### src/rtl/regfile_pkg.sv
// Shared types and default sizes for the
// multi-port integer register file.
package regfile_pkg;

  typedef enum logic {
    INIT,
    READY
  } state_t;

  localparam int XLEN_DEF = 32;
  localparam int NREG_DEF = 32;
  localparam int NRD_DEF  = 2;

endpackage

### src/rtl/regfile_mp_if.sv
// Read/write bus of the register file; the
// master drives requests, the slave returns data.
interface regfile_mp_if #(
  parameter int XLEN = 32,
  parameter int NREG = 32,
  parameter int NRD  = 2
);

  localparam int AW = $clog2(NREG);

  logic                re;
  logic [NRD*AW-1:0]   ra;
  logic                we;
  logic [AW-1:0]       wa;
  logic [XLEN-1:0]     wd;
  logic [NRD*XLEN-1:0] rd;
  logic                rvalid;
  logic                init_busy;

  modport master (
    output re,
    output ra,
    output we,
    output wa,
    output wd,
    input  rd,
    input  rvalid,
    input  init_busy
  );

  modport slave (
    input  re,
    input  ra,
    input  we,
    input  wa,
    input  wd,
    output rd,
    output rvalid,
    output init_busy
  );

endinterface

### src/rtl/regfile_init_ctrl.sv
// Post-reset clearing FSM; owns the storage
// write port and shares it with normal writes.
module regfile_init_ctrl
  import regfile_pkg::*;
#(
  parameter int XLEN     = XLEN_DEF,
  parameter int NREG     = NREG_DEF,
  parameter int ZERO_REG = 1,
  parameter int AW       = $clog2(NREG)
) (
  input  logic            clk,
  input  logic            rst,
  input  logic            we,
  input  logic [AW-1:0]   wa,
  input  logic [XLEN-1:0] wd,
  output logic            init_busy,
  output logic            wen,
  output logic [AW-1:0]   waddr,
  output logic [XLEN-1:0] wdata
);

  state_t        state_q;
  state_t        state_d;
  logic [AW-1:0] clr_q;
  logic [AW-1:0] clr_d;
  logic          wa_zero;

  assign wa_zero = (ZERO_REG != 0) && (wa == '0);

  // State and clear pointer; reset restarts the sweep.
  always_ff @(posedge clk) begin
    if (rst) begin
      state_q <= INIT;
      clr_q   <= '0;
    end else begin
      state_q <= state_d;
      clr_q   <= clr_d;
    end
  end

  // Next state and write-port mux; nothing lands while rst is high.
  always_comb begin
    state_d   = state_q;
    clr_d     = clr_q;
    init_busy = 1'b0;
    wen       = 1'b0;
    waddr     = wa;
    wdata     = wd;
    unique case (state_q)
      INIT: begin
        init_busy = 1'b1;
        wen       = ~rst;
        waddr     = clr_q;
        wdata     = '0;
        clr_d     = clr_q + AW'(1);
        if (clr_q == AW'(NREG - 1))
          state_d = READY;
      end
      READY: begin
        wen = we & ~rst & ~wa_zero;
      end
    endcase
  end

endmodule

### src/rtl/regfile_mp.sv
// Parametrised register file: NRD registered read
// ports with write-first bypass, cleared after reset.
module regfile_mp
  import regfile_pkg::*;
#(
  parameter int XLEN     = XLEN_DEF,
  parameter int NREG     = NREG_DEF,
  parameter int NRD      = NRD_DEF,
  parameter int ZERO_REG = 1
) (
  input  logic         clk,
  input  logic         rst,
  regfile_mp_if.slave  bus
);

  localparam int AW = $clog2(NREG);

  logic [XLEN-1:0]     mem [NREG];
  logic                wen;
  logic [AW-1:0]       waddr;
  logic [XLEN-1:0]     wdata;
  logic                busy;
  logic                rd_en;
  logic [NRD*XLEN-1:0] cap;
  logic [NRD*XLEN-1:0] rd_q;
  logic                rv_q;

  regfile_init_ctrl #(
    .XLEN     (XLEN),
    .NREG     (NREG),
    .ZERO_REG (ZERO_REG),
    .AW       (AW)
  ) u_ctrl (
    .clk       (clk),
    .rst       (rst),
    .we        (bus.we),
    .wa        (bus.wa),
    .wd        (bus.wd),
    .init_busy (busy),
    .wen       (wen),
    .waddr     (waddr),
    .wdata     (wdata)
  );

  assign rd_en = bus.re & ~busy;

  // Single write port; no reset so the array maps to RAM.
  always_ff @(posedge clk) begin
    if (wen)
      mem[waddr] <= wdata;
  end

  for (genvar g = 0; g < NRD; g++) begin : g_rd
    logic [AW-1:0] a;
    logic          hit;
    logic          zero;
    assign a    = bus.ra[g*AW +: AW];
    assign hit  = bus.we & (bus.wa == a);
    assign zero = (ZERO_REG != 0) && (a == '0);
    assign cap[g*XLEN +: XLEN] =
      zero ? '0 :
      hit  ? bus.wd :
             mem[a];
  end

  // Read data/valid registers; rd holds when no read.
  always_ff @(posedge clk) begin
    if (rst) begin
      rd_q <= '0;
      rv_q <= 1'b0;
    end else begin
      rv_q <= rd_en;
      if (rd_en)
        rd_q <= cap;
    end
  end

  assign bus.rd        = rd_q;
  assign bus.rvalid    = rv_q;
  assign bus.init_busy = busy;

endmodule

### src/flat_wrapper.sv
// flat-port wrapper written by rule: the top's interface ports become plain ports
module regfile_mp_flat import regfile_pkg::*;
#(
  parameter int XLEN     = XLEN_DEF,
  parameter int NREG     = NREG_DEF,
  parameter int NRD      = NRD_DEF,
  parameter int ZERO_REG = 1
)
  (clk, rst, bus_re, bus_ra, bus_we, bus_wa, bus_wd, bus_rd, bus_rvalid, bus_init_busy);
  regfile_mp_if #(.XLEN(XLEN), .NREG(NREG), .NRD(NRD)) bus_i ();
  input  logic clk;
  input  logic rst;
  input wire logic [$bits(bus_i.re)-1:0] bus_re;
  input wire logic [$bits(bus_i.ra)-1:0] bus_ra;
  input wire logic [$bits(bus_i.we)-1:0] bus_we;
  input wire logic [$bits(bus_i.wa)-1:0] bus_wa;
  input wire logic [$bits(bus_i.wd)-1:0] bus_wd;
  output wire logic [$bits(bus_i.rd)-1:0] bus_rd;
  output wire logic [$bits(bus_i.rvalid)-1:0] bus_rvalid;
  output wire logic [$bits(bus_i.init_busy)-1:0] bus_init_busy;
  assign bus_i.re = bus_re;
  assign bus_i.ra = bus_ra;
  assign bus_i.we = bus_we;
  assign bus_i.wa = bus_wa;
  assign bus_i.wd = bus_wd;
  assign bus_rd = bus_i.rd;
  assign bus_rvalid = bus_i.rvalid;
  assign bus_init_busy = bus_i.init_busy;
  regfile_mp #(.XLEN(XLEN), .NREG(NREG), .NRD(NRD), .ZERO_REG(ZERO_REG)) u_core (.clk(clk), .rst(rst), .bus(bus_i));
endmodule
### config.mk
export PLATFORM = sky130hd
export DESIGN_NAME = regfile_mp_flat
export DESIGN_NICKNAME = d
export VERILOG_FILES = /design/src/rtl/regfile_pkg.sv /design/src/rtl/regfile_mp_if.sv /design/src/rtl/regfile_init_ctrl.sv /design/src/rtl/regfile_mp.sv /design/src/flat_wrapper.sv
export SDC_FILE = /design/constraint.sdc
export NUM_CORES = 1
export LEC_CHECK = 0
export CELL_PAD_IN_SITES_DETAIL_PLACEMENT = 2
export CELL_PAD_IN_SITES_GLOBAL_PLACEMENT = 2
export CORE_MARGIN = 4
export CORE_UTILIZATION = 35
export DETAILED_ROUTE_END_ITERATION = 7
export PLACE_DENSITY = 0.6
export SLEW_MARGIN = 20
export SYNTH_ARGS = -nofsm -noshare
export SYNTH_HDL_FRONTEND = slang
export SYNTH_SLANG_ARGS = --single-unit
### constraint.sdc
create_clock -name clk -period 4.52 [get_ports clk]
set_clock_uncertainty 0.1 [all_clocks]
set_input_delay 0.904 -clock clk [delete_from_list [all_inputs] [get_ports clk]]
set_output_delay 0.904 -clock clk [all_outputs]
set_load 0.03 [all_outputs]
==> impl_metrics.tcl, run 1 <==
set metrics [dict create \
    status "finished clean" \
    dr.pass1.iters 6 \
    finalHoldViolCount 0 \
    syn_to_final_growth_pct 18.0 \
    grt.total_usage_pct 25.5 \
    ir_drop_mv 0.307 \
    synth_seq_cells 1095 \
    rows 138 \
    combPwrFrac_pct 7.2 \
    slew_violations 0 \
    numCtsBuffers 130 \
    min_period_ns 3.54 \
    coreArea_mm2 0.142 \
    timing.final.crit_share_pct 78.3 \
    worstMarginPinSlew_ns 1.15 \
    synth-async-reset-ratio_pct 0 \
    synth_nets 3089 \
    cts.sinks 1095 \
    gr-total-overflow 0 \
    nets 3255 \
    hold_buffers 0 \
    cts.repair.resized 0 \
    fmax_mhz 283 \
    grt_pass1_vias 35300 \
    antenna_found_initial 1 \
    clk_root_buffer_cell "clkbuf_16" \
    rsz0062_at_grt "false" \
    avgSynthCellArea_um2 16.6 \
    ios 117 \
    holdCritPathClass "flip-flop to flip-flop" \
    pwr-share-seq_pct 47.1 \
    dieHeight_um 387 \
    setup_viol 0 \
    yosys.cell_types.count 47 \
    netlist_area_mm2 0.0503 \
    die_width_um 387 \
    rrSetupSlack_ns 1.36 \
    postRouteAntennaNets 0 \
    cp.required_ns 3.52 \
    path_class "flip-flop to output port" \
    end_kind "output port" \
    syn-instance-count 3036 \
    worstPathMaxFanout 26 \
    gp_congestion 0.805 \
    vias_per_cell 6.14 \
    antenna_cells 0 \
    p_sw_share_pct 22.6 \
    initial_core_util_pct 35.4 \
    start_kind "flip-flop" \
    hold_ws_ns 0.414 \
    clkPwrFrac_pct 45.7 \
    hpwl_um 115000 \
    grt_first_pass_wirelength_um 275000 \
    seq_area_frac_synth_pct 64.0 \
    drcViolationCount 0 \
    maxCapViolCount 0 \
    power_density_mw_per_mm2 395 \
    p_int_mw 18.1 \
    clk_pin_slew_ns 0.06 \
    vias 31900 \
    synth_flop_cell "edfxtp_1" \
    clock_latency_ns 0.74 \
    arrival_ns 2.53 \
    leakagePower_nw 19.8 \
    p_sw_mw 5.30 \
    drive_gt1_share_pct 20.2 \
    grt_max_degree 77 \
    slew_headroom_pct 23.2 \
    portBuffers 116 \
    yosys_warnings 0 \
    die-area_mm2 0.150 \
    htreeDepth 4 \
    cts_setup_buffers 0 \
    synth_edf_count 1024 \
    drt-total-wl_um 195000 \
    drt-initial-drc-count 3003 \
    cts_buffer_depth 3 \
    cts_tree "done" \
    n_fill_cell 13400 \
    wl_per_cell_um 37.5 \
    setup_tns_ns 0 \
]
critical path, cell delays in order, from the launching register on:
cell and delay (ns):
dfxtp_2 0.83, inv_1 0.27, clkdlybuf4s50_1 0.69
power groups by stage:
stage / Sequential [mW] / Clock [mW] / Combinational [mW]
after CTS: 11.0 / 10.9 / 1.69
after global routing: 11.0 / 11.4 / 1.76
after global placement: 11.2 / 0 / 1.65
after detailed placement: 11.2 / 0 / 1.68
after floorplan: 11.2 / 0 / 0.981
final: 11.0 / 10.7 / 1.68
cell type report:
class / instances / area, um^2 / share of cell area (%)
clock inverter: 60 / 623 / 1.05
sequential: 1095 / 32200 / 54.3
inverter: 4 / 15.0 / 0.0253
timing repair buffer: 276 / 3080 / 5.19
multi-input combinational: 1695 / 17400 / 29.3
clock buffer: 175 / 3700 / 6.23
tap: 1890 / 2360 / 3.99
state kept, by name, indices dropped and copies added (netlist names):
name / count
u_core.bus.rd: 64
u_core.bus.rvalid: 1
u_core.mem: 1024
u_core.u_ctrl.clr_q: 5
u_core.u_ctrl.state_q: 1
path summary, 6_finish.rpt:
check,startpoint,endpoint,cells after the start
worst max-delay path,u_core.u_ctrl.state_q$_SDFF_PP0_,bus_init_busy,2
worst min-delay path,u_core.bus.rd[25]$_SDFFE_PP0P_,u_core.bus.rd[25]$_SDFFE_PP0P_,2
worst max register to register,u_core.u_ctrl.state_q$_SDFF_PP0_,u_core.mem[20][11]$_DFFE_PP_,5
worst min register to register,u_core.bus.rd[25]$_SDFFE_PP0P_,u_core.bus.rd[25]$_SDFFE_PP0P_,2
placed cells by master (no fill, tap or decap), types with 35 or more instances in the layout:
master              n
clkdlybuf4s50_1   111
nand2_1            60
nand4_1            39
buf_4             103
mux2i_1           556
buf_12             54
and2_1             50
clkbuf_16         141
mux4_2            245
nand3_1           152
a22oi_1           336
nor2_4             35
dfxtp_1            70
edfxtp_1         1024
layer usage:
metal / global-route usage [%] / up-vias / routed length [um] / share of wire [%]
met5: 0 / - / 0 / 0
met4: 10.5 / 0 / 8420 / 4.3
met3: 3.93 / 379 / 9510 / 4.9
met2: 43.7 / 1099 / 96700 / 50
met1: 32.4 / 17500 / 80100 / 41
li1: - / 13000 / - / -
stage by stage:
step | util [%] | power, mW | cells | area (um^2) | setup WS (ns)
2_1_floorplan | - | 12.2 | 3036 | 50300 | 0.848
3_3_place_gp | 38.6 | 12.9 | 4956 | 54900 | 0.716
3_5_place_dp | 38.6 | 12.9 | 4956 | 54900 | 0.686
4_1_cts | 41.7 | 23.6 | 5191 | 59200 | 0.929
5_1_grt | 41.7 | 24.1 | 5195 | 59300 | 0.851
6_report | 41.7 | 23.4 | 5195 | 59300 | 0.983
Yosys cell counts (all sizes together), types with 7 or more instances:
library cell / number / area share (%)
edfxtp: 1024 / 61
mux2i: 556 / 11
a22oi: 336 / 5.0
mux4: 245 / 11
nand3: 152 / 1.5
clkbuf: 127 / 0.95
buf: 115 / 1.2
dfxtp: 71 / 2.8
and2: 69 / 0.86
nand2: 60 / 0.45
nor2: 57 / 0.43
nand4: 39 / 0.49
a221o: 32 / 0.64
a22o: 30 / 0.52
o21ai: 19 / 0.19
a222oi: 16 / 0.32
a21oi: 9 / 0.097
nor2b: 9 / 0.11
a221oi: 8 / 0.14
xnor2: 8 / 0.14
a211oi: 7 / 0.11
kinds of logic after synthesis:
family	after synthesis	synth area share [%]
DFF	1095	64.0
muxes	801	22.1
AOI/OAI and AO/OA	480	7.40
and+or+nand+nor	399	4.03
buffers and inverters	246	2.22
xor gates and xnor gates	13	0.227
adders and majority gates	2	0.0498
Note: power is estimated with default switching activity, not from simulation.
==> run 2: changes to the inputs <==
- PLACE_DENSITY: 0.6 -> 0.62
- clock period: 4.52 -> 3 ns (I/O delays scaled with it)
==> run 2 against run 1 <==
Against the previous run: global-route usage rose by 0.91 points; combinational power rose by 68%; flip-flop and latch count did not move; sequential power rose by 51%.
==> impl_metrics.tcl, run 2 (same netlist as run 1, synthesis figures left out) <==
set metrics [dict create \
    status "finished clean" \
    m1WireLength_um 84000 \
    grt_pass1_vias 36500 \
    path_class "flip-flop to output port" \
    vias_per_cell 6.19 \
    nets 3448 \
    rsz0062_at_grt "false" \
    slew_headroom_pct 25.4 \
    coreArea_mm2 0.142 \
    dr.pass1.iters 6 \
    setup_viol 0 \
    p_sw_mw 8.27 \
    largest_register "u_core.mem" \
    drt-total-wl_um 202000 \
    htreeDepth 4 \
    numCtsBuffers 130 \
    ir_drop_mv 0.421 \
    layout_common_cells "edfxtp_1 (1,024), mux2i_1 (556), a22oi_1 (336)" \
    antenna_found_initial 4 \
    final_common_cell "edfxtp_1" \
    met2_length_um 97100 \
    power_density_mw_per_mm2 572 \
    final_util_pct 43.6 \
    vias 33400 \
    leakagePower_nw 21.1 \
    setup_tns_ns 0 \
    p_int_mw 27.1 \
    grt_max_degree 57 \
    finalHoldViolCount 0 \
    combPwrFrac_pct 8.0 \
    pwr-share-seq_pct 47.0 \
    worstMarginPinSlew_ns 1.12 \
    maxCapViolCount 0 \
    pre_cts_ws_ns -0.425 \
    arrival_ns 2.20 \
    worstPathMaxFanout 18 \
    power_mw 35.4 \
    clkPwrFrac_pct 45.1 \
    syn_to_final_growth_pct 23.2 \
    end_kind "output port" \
    fmax_mhz 344 \
    cp.required_ns 2.30 \
    p_sw_share_pct 23.4 \
    ios 117 \
    initial_core_util_pct 35.4 \
    die-area_mm2 0.150 \
    hold_buffers 0 \
    min_period_ns 2.90 \
    gr-total-overflow 0 \
    grt.total_usage_pct 26.4 \
    timing.final.crit_share_pct 96.8 \
    setup_ws_ns 0.0967 \
    wl_per_cell_um 37.5 \
    slew_violations 0 \
    cts.repair.resized 0 \
    cts_tree "done" \
    drt-initial-drc-count 3222 \
    portBuffers 116 \
    cts_buffer_depth 3 \
    dieHeight_um 387 \
    hpwl_um 130000 \
    drive_gt1_share_pct 24.2 \
    rows 138 \
    postRouteAntennaNets 0 \
    clk_pin_slew_ns 0.06 \
    grt_first_pass_wirelength_um 285000 \
    dr_wl_met3_um 10800 \
    drcViolationCount 0 \
    clk_root_buffer_cell "clkbuf_16" \
    cts_setup_buffers 0 \
    largest_reg_flops 1024 \
    die_width_um 387 \
    dr.max_layer_used "met4" \
    holdCritPathClass "primary input to flip-flop" \
    clock_latency_ns 0.77 \
    gp_congestion 0.830 \
    cts.sinks 1095 \
    start_kind "flip-flop" \
]
==> run 2: cell types whose count changed in the layout (fill, tap and decap cells not counted), sizes merged <==
cell	before	now
clkinv	41	32
bufinv	13	9
clkbuf	175	181
buf	165	358
inv	6	12
diode	0	2
==> run 2: power groups by stage <==
stage | logic, mW | registers [mW] | clock network [mW]
2_1_floorplan | 1.48 | 16.9 | 0
3_3_place_gp | 2.74 | 16.9 | 0
3_5_place_dp | 2.80 | 16.9 | 0
4_1_cts | 2.82 | 16.6 | 16.2
5_1_grt | 2.94 | 16.6 | 16.9
6_report | 2.83 | 16.6 | 15.9
==> run 2: layout make-up <==
cell class              count  area [um^2]
diodes                      2         5.00
clock buffers             181         3670
clock inverters            53          569
fillers                 13200        80200
inverters                   4         15.0
multi-input cells        1695        17300
flip-flops and latches   1095        32200
well taps                1890         2360
repair buffers            469         5770
==> run 2: per-stage QoR <==
step                instance area (um^2)  hold slack [ns]  instances
finish                             61900            0.394       5389
global placement                   57600            0.366       5152
floorplan                          50300            0.390       3036
global route                       61900            0.406       5388
CTS                                61900            0.349       5386
detailed placement                 57600            0.380       5152
==> run 2: critical path: stages (launching register included) <==
cell and delay (ns):
dfxtp_2 0.59, inv_1 0.21, clkdlybuf4s50_1 0.65
==> run 2: path summary, 6_finish.rpt <==
check                                   start                              to  slack (ns)  cells after the start
max          u_core.u_ctrl.state_q$_SDFF_PP0_                   bus_init_busy         0.1                      2
min                                bus_wd[14]  u_core.bus.rd[14]$_SDFFE_PP0P_        0.39                      3
max reg2reg  u_core.u_ctrl.state_q$_SDFF_PP0_    u_core.mem[22][22]$_DFFE_PP_        0.31                      5
min reg2reg    u_core.bus.rd[12]$_SDFFE_PP0P_  u_core.bus.rd[12]$_SDFFE_PP0P_        0.39                      2
==> run 2: routing by layer <==
layer | GRT usage (%) | vias up
li1 | - | 13400
met1 | 34.9 | 18200
met5 | 0 | -
met3 | 3.72 | 384
met4 | 11.8 | 0
met2 | 43.5 | 1346
